--- config.mk ---
export PLATFORM = sky130hd
export DESIGN_NAME = led_bank_arbiter_flat
export DESIGN_NICKNAME = d
export VERILOG_FILES = /design/src/rtl/led_bank_arbiter_if.sv /design/src/rtl/led_bank_arbiter.sv /design/src/flat_wrapper.sv
export SDC_FILE = /design/constraint.sdc
export NUM_CORES = 1
export LEC_CHECK = 0
export CAP_MARGIN = 20
export CORE_MARGIN = 8
export CORE_UTILIZATION = 45
export CTS_CLUSTER_DIAMETER = 40
export DETAILED_ROUTE_END_ITERATION = 6
export GPL_TIMING_DRIVEN = 0
export HOLD_SLACK_MARGIN = 0.02
export PLACE_DENSITY = 0.93
export SLEW_MARGIN = 20
export SYNTH_ARGS = -nofsm -noshare
export SYNTH_HDL_FRONTEND = slang
export SYNTH_SLANG_ARGS = --single-unit
--- constraint.sdc ---
create_clock -name clk_i -period 3.6 [get_ports clk_i]
set_clock_uncertainty 0.15 [all_clocks]
set_input_delay 0.72 -clock clk_i [delete_from_list [all_inputs] [get_ports clk_i]]
set_output_delay 0.72 -clock clk_i [all_outputs]
set_load 0.01 [all_outputs]
--- src/rtl/led_bank_arbiter_if.sv ---
// led_bank_arbiter_if
// Bundle of signals between the puzzle modules and the LED bank arbiter.
//   req    : one level-held request per requester
//   pat_in : requester i pattern at bits [i*WIDTH +: WIDTH]
//   alarm  : global override, blanks the bank and revokes any grant
//   gnt    : one-hot current owner (zero when nobody owns the bank)
//   led    : registered LED drive
//   busy   : arbiter is not idle
// Modports: master = requester side, slave = arbiter side.
interface led_bank_arbiter_if #(
  parameter int NREQ  = 4,
  parameter int WIDTH = 25
);
  logic [NREQ-1:0]       req;
  logic [NREQ*WIDTH-1:0] pat_in;
  logic                  alarm;
  logic [NREQ-1:0]       gnt;
  logic [WIDTH-1:0]      led;
  logic                  busy;

  modport master (output req, pat_in, alarm, input gnt, led, busy);
  modport slave  (input req, pat_in, alarm, output gnt, led, busy);
endinterface

--- src/rtl/led_bank_arbiter.sv ---
// led_bank_arbiter
// Shares one LED bank between NREQ requesters with round-robin arbitration,
// a minimum hold time per owner, a one-cycle blank gap between owners and a
// global alarm override that forces all LEDs off.
// Ports:
//   clk_i   : clock, all state on posedge
//   reset_i : asynchronous active-high reset
//   bus     : led_bank_arbiter_if.slave (req, pat_in, alarm in; gnt, led, busy out)
// Optional feature: define BLINK_EN to blink the owner pattern during GRANT
// with half-period BLINK_CYC (the parameter exists only in that build).
//
// state   | meaning
// --------+-----------------------------------------------------------
// S_IDLE  | no owner; led = IDLE_PAT, or 0 while alarm is high
// S_GRANT | gnt one-hot, led follows owner pattern one cycle late
// S_GAP   | single blank cycle between owners, led = IDLE_PAT
module led_bank_arbiter #(
  parameter int               NREQ     = 4,
  parameter int               WIDTH    = 25,
  parameter int               HOLD_CYC = 8,
  parameter logic [WIDTH-1:0] IDLE_PAT = '1
`ifdef BLINK_EN
  , parameter int             BLINK_CYC = 4
`endif
) (
  input  logic             clk_i,
  input  logic             reset_i,
  led_bank_arbiter_if.slave bus
);
  localparam int LW = (NREQ > 1) ? $clog2(NREQ) : 1;
  localparam int HW = $clog2(HOLD_CYC + 1);

  typedef enum logic [1:0] {S_IDLE, S_GRANT, S_GAP} state_t;

  state_t           state_q, state_d;
  logic [NREQ-1:0]  gnt_q, gnt_d;
  logic [WIDTH-1:0] led_q, led_d;
  logic [HW-1:0]    hold_q, hold_d;
  logic [LW-1:0]    last_q, last_d;
  logic [LW-1:0]    win;
  logic             any_req;
  logic             other_req;
  logic [WIDTH-1:0] pats [NREQ];

`ifdef BLINK_EN
  localparam int BW = $clog2(BLINK_CYC + 1);
  logic          phase_q, phase_d;
  logic [BW-1:0] bcnt_q, bcnt_d;
`endif

  for (genvar i = 0; i < NREQ; i++) begin : g_pat
    assign pats[i] = bus.pat_in[i*WIDTH +: WIDTH];
  end

  assign any_req   = |bus.req;
  assign other_req = |(bus.req & ~gnt_q);

  // Round-robin pick: lowest requester above last, else lowest at/below last.
  // The upper pass runs second so it overrides the wrap-around pass.
  always_comb begin
    win = last_q;
    for (int i = NREQ - 1; i >= 0; i--) begin
      if (bus.req[i] && (LW'(i) <= last_q)) win = LW'(i);
    end
    for (int i = NREQ - 1; i >= 0; i--) begin
      if (bus.req[i] && (LW'(i) > last_q)) win = LW'(i);
    end
  end

  always_comb begin
    state_d = state_q;
    gnt_d   = gnt_q;
    led_d   = led_q;
    hold_d  = hold_q;
    last_d  = last_q;
`ifdef BLINK_EN
    phase_d = phase_q;
    bcnt_d  = bcnt_q;
`endif
    case (state_q)
      S_GRANT: begin
        if (bus.alarm) begin
          state_d = S_IDLE;
          gnt_d   = '0;
          led_d   = '0;
          hold_d  = '0;
        end else if (!bus.req[last_q] ||
                     ((hold_q == HW'(HOLD_CYC)) && other_req)) begin
          state_d = S_GAP;
          gnt_d   = '0;
          led_d   = IDLE_PAT;
          hold_d  = '0;
        end else begin
          if (hold_q != HW'(HOLD_CYC)) hold_d = hold_q + HW'(1);
`ifdef BLINK_EN
          if (bcnt_q == BW'(BLINK_CYC)) begin
            phase_d = ~phase_q;
            bcnt_d  = BW'(1);
          end else begin
            bcnt_d  = bcnt_q + BW'(1);
          end
          led_d = pats[last_q] & {WIDTH{phase_d}};
`else
          led_d = pats[last_q];
`endif
        end
      end
      default: begin
        // IDLE and GAP arbitrate identically; GAP always leaves after one cycle.
        gnt_d  = '0;
        hold_d = '0;
        if (bus.alarm) begin
          state_d = S_IDLE;
          led_d   = '0;
        end else if (any_req) begin
          state_d = S_GRANT;
          gnt_d   = NREQ'(1) << win;
          led_d   = pats[win];
          last_d  = win;
          hold_d  = HW'(1);
`ifdef BLINK_EN
          phase_d = 1'b1;
          bcnt_d  = BW'(1);
`endif
        end else begin
          state_d = S_IDLE;
          led_d   = IDLE_PAT;
        end
      end
    endcase
  end

  always_ff @(posedge clk_i or posedge reset_i) begin
    if (reset_i) begin
      state_q <= S_IDLE;
      gnt_q   <= '0;
      led_q   <= IDLE_PAT;
      hold_q  <= '0;
      last_q  <= LW'(NREQ - 1);
`ifdef BLINK_EN
      phase_q <= 1'b1;
      bcnt_q  <= '0;
`endif
    end else begin
      state_q <= state_d;
      gnt_q   <= gnt_d;
      led_q   <= led_d;
      hold_q  <= hold_d;
      last_q  <= last_d;
`ifdef BLINK_EN
      phase_q <= phase_d;
      bcnt_q  <= bcnt_d;
`endif
    end
  end

  assign bus.gnt  = gnt_q;
  assign bus.led  = led_q;
  assign bus.busy = (state_q != S_IDLE);
endmodule

--- src/flat_wrapper.sv ---
// flat-port wrapper written by rule: the top's interface ports become plain ports
module led_bank_arbiter_flat 
#(
  parameter int               NREQ     = 4,
  parameter int               WIDTH    = 25,
  parameter int               HOLD_CYC = 8,
  parameter logic [WIDTH-1:0] IDLE_PAT = '1

)
  (clk_i, reset_i, bus_req, bus_pat_in, bus_alarm, bus_gnt, bus_led, bus_busy);
  led_bank_arbiter_if #(.NREQ(NREQ), .WIDTH(WIDTH)) bus_i ();
  input  logic clk_i;
  input  logic reset_i;
  input wire logic [$bits(bus_i.req)-1:0] bus_req;
  input wire logic [$bits(bus_i.pat_in)-1:0] bus_pat_in;
  input wire logic [$bits(bus_i.alarm)-1:0] bus_alarm;
  output wire logic [$bits(bus_i.gnt)-1:0] bus_gnt;
  output wire logic [$bits(bus_i.led)-1:0] bus_led;
  output wire logic [$bits(bus_i.busy)-1:0] bus_busy;
  assign bus_i.req = bus_req;
  assign bus_i.pat_in = bus_pat_in;
  assign bus_i.alarm = bus_alarm;
  assign bus_gnt = bus_i.gnt;
  assign bus_led = bus_i.led;
  assign bus_busy = bus_i.busy;
  led_bank_arbiter #(.NREQ(NREQ), .WIDTH(WIDTH), .HOLD_CYC(HOLD_CYC), .IDLE_PAT(IDLE_PAT)) u_core (.clk_i(clk_i), .reset_i(reset_i), .bus(bus_i));
endmodule
==> impl_results.md, run 1 <==
* First-pass GRT wire length at 20.8 mm
* Synth async-reset ratio at 1.00
* Setup TNS at 0 ps
* Net count of the finished layout at 588
* Hold Path Class: flip-flop to flip-flop
* Share of layout cells above drive strength 1 at 0.210
* RePlAce Congestion at 0.891
* Kind of end point of the critical path: flip-flop
* Clock insertion delay at the later pin of the skew report at 300 ps
* Root Driver: clkbuf_8
* Filler cells at 554
* Synth Instances at 337
* Setup Crit Path Kind: input port to flip-flop
* Nature of the critical path startpoint: input port
* Final period util at 0.816
* Mux cell area share after synthesis at 0.187
* TritonCTS clock tree: yes
* Crit path cell chain: clkdlybuf4s50_1 -> or2_1 -> buf_4 -> nor3_2 -> clkbuf_1 -> a21o_1 -> a221o_1
* Req. time, crit path at 3680 ps
* Critical path buffers and inverters at 3
* Syn Nets at 446
* Max Slew Vio Count at 0
* H-tree Lvls at 2
* Remaining Overflow, GRT at 0
* Die area at 10700 sq um
* HPWL after DPL at 10.1 mm
* Fin util at 0.664
* Leakage power at 0.00202 uW
* DRT Pass-1 Iters at 5
* Final hold violation count at 0
* Initial antenna violation count at 0
* Maxcap violations at 0
* Avg Cell Area, Syn at 10.2 sq um
* FP Rows at 32
* Initial Utilization at 0.455
* Area of the mapped netlist at 3440 sq um
* Post-route DRC at 0
* CTS Buf Count at 5
* Status: finished clean
* Final period demand of the worst path at 2940 ps
* WL per Instance at 23.7 microns
* Compound-Gate Fraction of Synth Area at 0.274
* Area Growth Syn to Fin at 45.9%
* Port Buf Inserts at 134
* Total track usage at 0.251
* Worst Tran Pin Value at 638 ps
* Register area at 960 sq um
* Max Fclk at 340 MHz
* Worst vdd ir at 0.000348 V
* Pwr per Cell Area at 640 nW/um^2
* XOR/XNOR Fraction of Synth Area at 0.00509
* Core Area at 7570 sq um
* Pin count of the biggest net entering global routing at 25
* Diodes inserted at 0
* Area of the multi-input gates at 2250 sq um
* CP max stage cell: clkdlybuf4s50_1
* CTS sink count at 37
* Synth warn at 0
* Vias in the first global route at 4079
* Worst path max stage delay at 520 ps
* Crit path max-delay family: buffers and inverters
* Die X at 103 microns
* Clock Tree Buf Depth at 2
* Adder-cell share of the synthesized area at 0.00727
* # IOs at 137
* Main synth FF type: dfstp_2
* Main combinational cell family by area after synthesis: compound AO/OA/AOI/OAI gates
* Routed Antenna Nets at 0
* Die height at 103 microns
* RSZ-0062 raised after global routing: no
* Worst-path fanout max at 10
* Most frequent cells in the layout: 134 x clkdlybuf4s50_1, 30 x a21oi_1, 27 x dfstp_2
* Number of enable flip-flop cells after synthesis at 0
* Synth unique cells at 44
* Flip-flop and latch count after synthesis at 37
* Commonest non-fill, non-tap cell in the layout: clkdlybuf4s50_1
* Rel. slew slack at 0.572
* Final setup violation count at 0
* Via density at 6.76
* Hold buffers post-CTS at 0
* WP data arrival at 3020 ps
* Postcts setup bufs at 0
* Post_cts resized at 0
* DRT iter0 DRCs at 338
* Final wirelength at 13.8 mm
* Register area share after synthesis at 0.279
* Via count at 3934
* Simple-gate portion of the synthesized area at 0.181
* Clk pin slew, worst setup/hold paths at 80 ps
## sequential cells by signal, indices dropped and copies added, names as in the netlist
| signal | flops |
|---|---|
| u_core.hold_q | 4 |
| u_core.state_q | 2 |
| u_core.bus.led | 25 |
| u_core.last_q | 2 |
| u_core.bus.gnt | 4 |
## worst register-to-register path, stage by stage (launching register included)
cell and delay [ps]:
dfrtp_1 440, inv_1 80, ha_1 140, nand3b_1 240, a41oi_2 600, buf_2 420
nor3_2 90, o32ai_1 210, a221o_1 210
## per-layer routing
metal,vias up,GRT usage,share of wire
li1,1667,-,-
met1,1883,0.302,0.35
met2,339,0.411,0.48
met3,45,0.0609,0.12
met4,0,0.126,0.040
met5,-,0,0
## path summary, 6_finish.rpt
check / from / end / slack [ps] / cells after the start
max: bus_req[3] / u_core.bus.led[8] / 660 / 7
min: u_core.bus.gnt[0] / u_core.bus.gnt[0] / 410 / 1
max reg2reg: u_core.hold_q[0] / u_core.bus.led[8] / 950 / 8
min reg2reg: u_core.bus.gnt[0] / u_core.bus.gnt[0] / 410 / 1
max in group asynchronous: reset_i / u_core.bus.led[8] / 2200 / 3
min in group asynchronous: reset_i / u_core.state_q[1] / 580 / 2
## metrics by stage
stage / cells / setup WS [ps] / total power (uW) / hold slack, ps / cell area (sq um)
final: 582 / 663 / 3220 / 407 / 5020
after global routing: 582 / 588 / 3390 / 435 / 5020
after CTS: 582 / 705 / 3180 / 402 / 5020
after detailed placement: 574 / 429 / 2870 / 371 / 4940
after global placement: 573 / 463 / 2820 / 369 / 4910
after floorplan: 337 / 1340 / 2120 / 355 / 3440
## synth_stat cells, types with 3 or more instances
library cell  instances  area share
a21o_1               25       0.055
a21oi_1              30       0.044
a221o_1              23       0.067
buf_2                21       0.031
buf_6                 4       0.013
clkbuf_1             12       0.013
dfrtp_1              10       0.073
dfstp_2              27        0.21
inv_1                 6      0.0065
mux4_1               12       0.092
mux4_2               13       0.085
nand2_1              11       0.012
nand2b_1             11       0.020
nor2_1               13       0.014
nor3_1               10       0.015
nor3_2               18       0.052
nor4_1               25       0.045
o21ai_0               5      0.0073
o21ai_1               3      0.0044
o32ai_1              24       0.061
## final cells by class
type,count,area share
flip-flops and latches,37,0.191
plain buffers,39,0.0419
inverters,6,0.00448
clock inverters,2,0.00199
multi-input cells,255,0.448
well taps,102,0.0254
clock buffers,6,0.0144
repair buffers,135,0.273
## power by group
group / internal [uW] / switching (uW) / leakage, uW
Clock: 135 / 167 / 0.0000450
Sequential: 661 / 68.6 / 0.000417
Combinational: 1090 / 1100 / 0.00156
Total: 1880 / 1330 / 0.00202
## logic make-up after synthesis
kind of cell,count (synthesis)
and+or+nand+nor,100
xor gates and xnor gates,2
adders and majority gates,2
buffers and inverters,45
AOI/OAI and AO/OA,123
muxes,28
DFF,37
No activity file was read; power rests on OpenSTA's default activity.
==> inputs of run 2 (changes only) <==
CORE_UTILIZATION = 40   (was 45)
PLACE_DENSITY = 0.88   (was 0.93)
clock period = 2.7 ns   (was 3.6 ns; I/O delays follow)
==> impl_results.md, run 2 (synthesized netlist as in run 1, its figures left out) <==
* Status: finished clean
* Area Growth Syn to Fin at 48.7%
* Root Driver: clkbuf_8
* Die X at 109 microns
* Worst vdd ir at 0.000432 V
* Final wirelength at 13.5 mm
* Via count at 3918
* H-tree Lvls at 2
* Max FFs per register at 25
* Remaining Overflow, GRT at 0
* Final period util at 0.965
* Die height at 109 microns
* Via density at 6.63
* Net count of the finished layout at 591
* CTS Buf Count at 5
* Diodes inserted at 0
* FP Rows at 34
* Initial antenna violation count at 0
* Final period demand of the worst path at 2600 ps
* Share of layout cells above drive strength 1 at 0.219
* Commonest non-fill, non-tap cell in the layout: clkdlybuf4s50_1
* Port Buf Inserts at 134
* Register area at 960 sq um
* Leakage power at 0.00207 uW
* Setup Crit Path Kind: input port to flip-flop
* Clock Tree Buf Depth at 2
* TritonCTS clock tree: yes
* Area after DPL at 4950 sq um
* WP data arrival at 2700 ps
* DRT Pass-1 Iters at 5
* Initial Utilization at 0.403
* Crit path cell chain: clkdlybuf4s50_1 -> or2_1 -> buf_4 -> o32ai_2 -> a21oi_1 -> nor2_2 -> buf_2 -> a221o_1
* Core Area at 8550 sq um
* Worst-path fanout max at 10
* Pwr per Cell Area at 878 nW/um^2
* Worst R2R Setup Slack at 150 ps
* Total track usage at 0.226
* CTS sink count at 37
* Maxcap violations at 0
* Final setup violation count at 0
* Kind of end point of the critical path: flip-flop
* HPWL after DPL at 9.82 mm
* # IOs at 137
* Worst Tran Pin Value at 678 ps
* First-pass GRT wire length at 21.3 mm
* Nature of the critical path startpoint: input port
* Pin count of the biggest net entering global routing at 24
* Most frequent cells in the layout: 134 x clkdlybuf4s50_1, 30 x a21oi_1, 27 x dfstp_2
* Total power at 4500 uW
* Max Slew Vio Count at 0
* Max Fclk at 384 MHz
* RePlAce Congestion at 0.929
* CP max stage cell: clkdlybuf4s50_1
* DRT iter0 DRCs at 404
* Worst path max stage delay at 520 ps
* WL per Instance at 22.9 microns
* Req. time, crit path at 2800 ps
* Clk pin slew, worst setup/hold paths at 90 ps
* Die area at 11800 sq um
* Final hold violation count at 0
* Hold Path Class: input port to asynchronous set/reset pin
* Filler cells at 713
* Rel. slew slack at 0.548
* Vias in the first global route at 4153
* Routed Antenna Nets at 0
* Clock insertion delay at the later pin of the skew report at 310 ps
* Fin area at 5120 sq um
* Area of the multi-input gates at 2260 sq um
* Post-route DRC at 0
==> run 2: final timing paths <==
path / end / from / cells past startpoint
worst max-delay path: u_core.bus.led[16] / bus_req[2] / 8
worst min-delay path: u_core.bus.gnt[0] / reset_i / 2
max in group asynchronous: u_core.bus.led[3] / reset_i / 3
min in group clk_i: u_core.bus.gnt[1] / u_core.bus.gnt[1] / 2
worst max register to register: u_core.bus.led[23] / u_core.hold_q[0] / 8
worst min register to register: u_core.bus.gnt[1] / u_core.bus.gnt[1] / 2
==> run 2: worst max-delay path, delay by kind of cell <==
| family | cells | cell delay (ps) |
|---|---|---|
| buffers and inverters | 3 | 1000 |
| and+or+nand+nor | 2 | 530 |
| AOI/OAI and AO/OA | 3 | 620 |
==> run 2: stage by stage <==
step / std cells / setup slack [ps] / hold WS [ps] / utilization / TNS (ps)
after floorplan: 337 / 505 / 355 / - / 0
after global placement: 579 / -326 / 357 / 0.575 / -5840
after detailed placement: 580 / -366 / 345 / 0.579 / -7380
after CTS: 588 / 89.0 / 379 / 0.595 / 0
after global routing: 591 / -2.64 / 403 / 0.599 / -2.64
final: 591 / 95.2 / 378 / 0.599 / 0
==> run 2: final cells by class <==
class	count	share of cell area
Tap cell	108	0.0264
Timing Repair Buffer	138	0.272
Clock buffer	5	0.0134
Buffer	39	0.0420
Clock inverter	3	0.0134
Inverter	6	0.00440
Sequential cell	37	0.187
Multi-Input combinational cell	255	0.441
==> run 2: what timing repair did <==
item	in CTS	in global routing
gates resized for setup	1	3
pin swaps	0	1
hold buffers	0	0
buffers inserted	0	3
endpoints found under the hold margin	0	0
setup endpoints to repair	9	21
==> run 2: routing by layer <==
metal,vias to the layer above,GRT usage,share of wire
met5,-,0,0
met4,0,0.0997,0.039
met3,57,0.0668,0.12
met2,311,0.373,0.47
met1,1875,0.266,0.37
li1,1675,-,-
==> run 2: where the power goes <==
part           internal, uW  switching [uW]  leakage (uW)
logic                  1460            1460       0.00158
clock network           372             244     0.0000687
registers               881            88.2      0.000417
total                  2710            1790       0.00207
==> inputs of run 3 (changes only) <==
CTS_CLUSTER_SIZE = 20   (was unset)
GPL_TIMING_DRIVEN = unset   (was 0)
==> impl_results.md, run 3 (synthesized netlist as in run 1, its figures left out) <==
* Commonest non-fill, non-tap cell in the layout: clkdlybuf4s50_1
* Leakage power at 0.00209 uW
* Clk pwr share at 0.135
* Worst-path fanout max at 12
* CP max stage cell: clkdlybuf4s50_1
* Nature of the critical path startpoint: input port
* Area Growth Syn to Fin at 50.7%
* Net count of the finished layout at 580
* # IOs at 137
* Pin count of the biggest net entering global routing at 29
* Max Fclk at 403 MHz
* Setup TNS at 0 ps
* Filler cells at 710
* Postcts setup bufs at 0
* Hold buffers post-CTS at 0
* Net Switching at 1790 uW
* Worst Tran Pin Value at 685 ps
* Die height at 109 microns
* Switch share at 0.394
* Diodes inserted at 0
* Crit path cell chain: clkdlybuf4s50_1 -> or2_1 -> a21oi_1 -> a211o_1 -> buf_4 -> o32ai_1 -> a221o_1
* Setup Crit Path Kind: input port to flip-flop
* Clock Tree Buf Depth at 2
* Comb power frac at 0.641
* Post_cts resized at 0
* Final hold violation count at 0
* Req. time, crit path at 2800 ps
* Pwr per Cell Area at 876 nW/um^2
* Fin util at 0.607
* TritonCTS clock tree: yes
* Share of layout cells above drive strength 1 at 0.227
* DRT iter0 DRCs at 387
* Initial antenna violation count at 0
* WP data arrival at 2580 ps
* FP Rows at 34
* Vias in the first global route at 4152
* P_int at 2750 uW
* Root Driver: clkbuf_8
* Die area at 11800 sq um
* H-tree Lvls at 2
* WL per Instance at 23.7 microns
* Max FFs per register at 25
* Most frequent cells in the layout: 136 x clkdlybuf4s50_1, 30 x a21oi_1, 27 x dfstp_2
* Routed Antenna Nets at 0
* Port Buf Inserts at 136
* Final period demand of the worst path at 2480 ps
* Sequential power share at 0.223
* Kind of end point of the critical path: flip-flop
* RSZ-0062 raised after global routing: no
* Final period util at 0.918
* CTS sink count at 37
* HPWL after DPL at 9.98 mm
* Worst vdd ir at 0.000483 V
* Remaining Overflow, GRT at 0
* First-pass GRT wire length at 21.2 mm
* Post-route DRC at 0
* Via count at 3868
* Via density at 6.67
* Total track usage at 0.227
* RePlAce Congestion at 0.872
* Clock insertion delay at the later pin of the skew report at 300 ps
* Final wirelength at 13.8 mm
* Core Area at 8550 sq um
* Initial Utilization at 0.403
* Hold Path Class: flip-flop to flip-flop
* Die X at 109 microns
* Clk pin slew, worst setup/hold paths at 90 ps
* Final setup violation count at 0
* CTS Buf Count at 5
* DRT Pass-1 Iters at 5
* Max Slew Vio Count at 0
* Worst path max stage delay at 520 ps
* Rel. slew slack at 0.543
* Status: finished clean
* Maxcap violations at 0
-- run 3: cell count changes in the layout (fill, tap and decap cells not counted), moves of 4 or more --
cell      before  now
buf_6          4    0
buf_12         0    5
buf_4          5   25
buf_2         19    0
clkbuf_1      12    0
-- run 3: final cells by class --
type,instances,area (sq um),share of cell area
flip-flops and latches,37,960,0.185
clock inverters,3,68.8,0.0133
clock buffers,5,68.8,0.0133
multi-input cells,255,2280,0.440
well taps,108,135,0.0260
inverters,6,22.5,0.00434
repair buffers,166,1650,0.318
-- run 3: power by group through the flow --
stage	registers (uW)	logic, uW	clock network [uW]
after floorplan	1060	1770	0
after global placement	1020	2760	0
after detailed placement	1030	2870	0
after CTS	1020	2880	615
after global routing	1040	3070	634
final	1010	2910	615
-- run 3: final timing paths --
path / slack [ps] / cells past startpoint / to / from
setup / recovery: 220 / 7 / u_core.bus.led[10] / bus_req[3]
hold / removal: 380 / 2 / u_core.bus.gnt[1] / u_core.bus.gnt[1]
setup reg to reg: 320 / 5 / u_core.bus.led[3] / u_core.last_q[0]
hold reg to reg: 380 / 2 / u_core.bus.gnt[1] / u_core.bus.gnt[1]
max in group asynchronous: 1620 / 3 / u_core.bus.led[4] / reset_i
min in group asynchronous: 470 / 3 / u_core.hold_q[1] / reset_i
-- run 3: per-stage QoR --
| step | cell area, sq um | instances | worst slack (ps) | total power (uW) | hold slack, ps |
|---|---|---|---|---|---|
| floorplan | 3440 | 337 | 505 | 2830 | 355 |
| global placement | 5050 | 572 | 64.9 | 3780 | 352 |
| detailed placement | 5050 | 572 | -44.6 | 3890 | 339 |
| CTS | 5180 | 580 | 255 | 4510 | 382 |
| global route | 5190 | 580 | 144 | 4750 | 397 |
| finish | 5190 | 580 | 220 | 4540 | 382 |
-- run 3: metal layers --
metal,vias up,wire length (microns),GRT usage
met5,-,0,0
met2,312,6700,0.379
met4,0,469,0.116
li1,1652,-,-
met3,55,1550,0.0573
met1,1849,5050,0.265
-- run 3: critical path, delay by kind of cell --
family | cells | cell delay [ps]
compound gates | 4 | 1030
buf+inv | 2 | 720
simple gates | 1 | 280
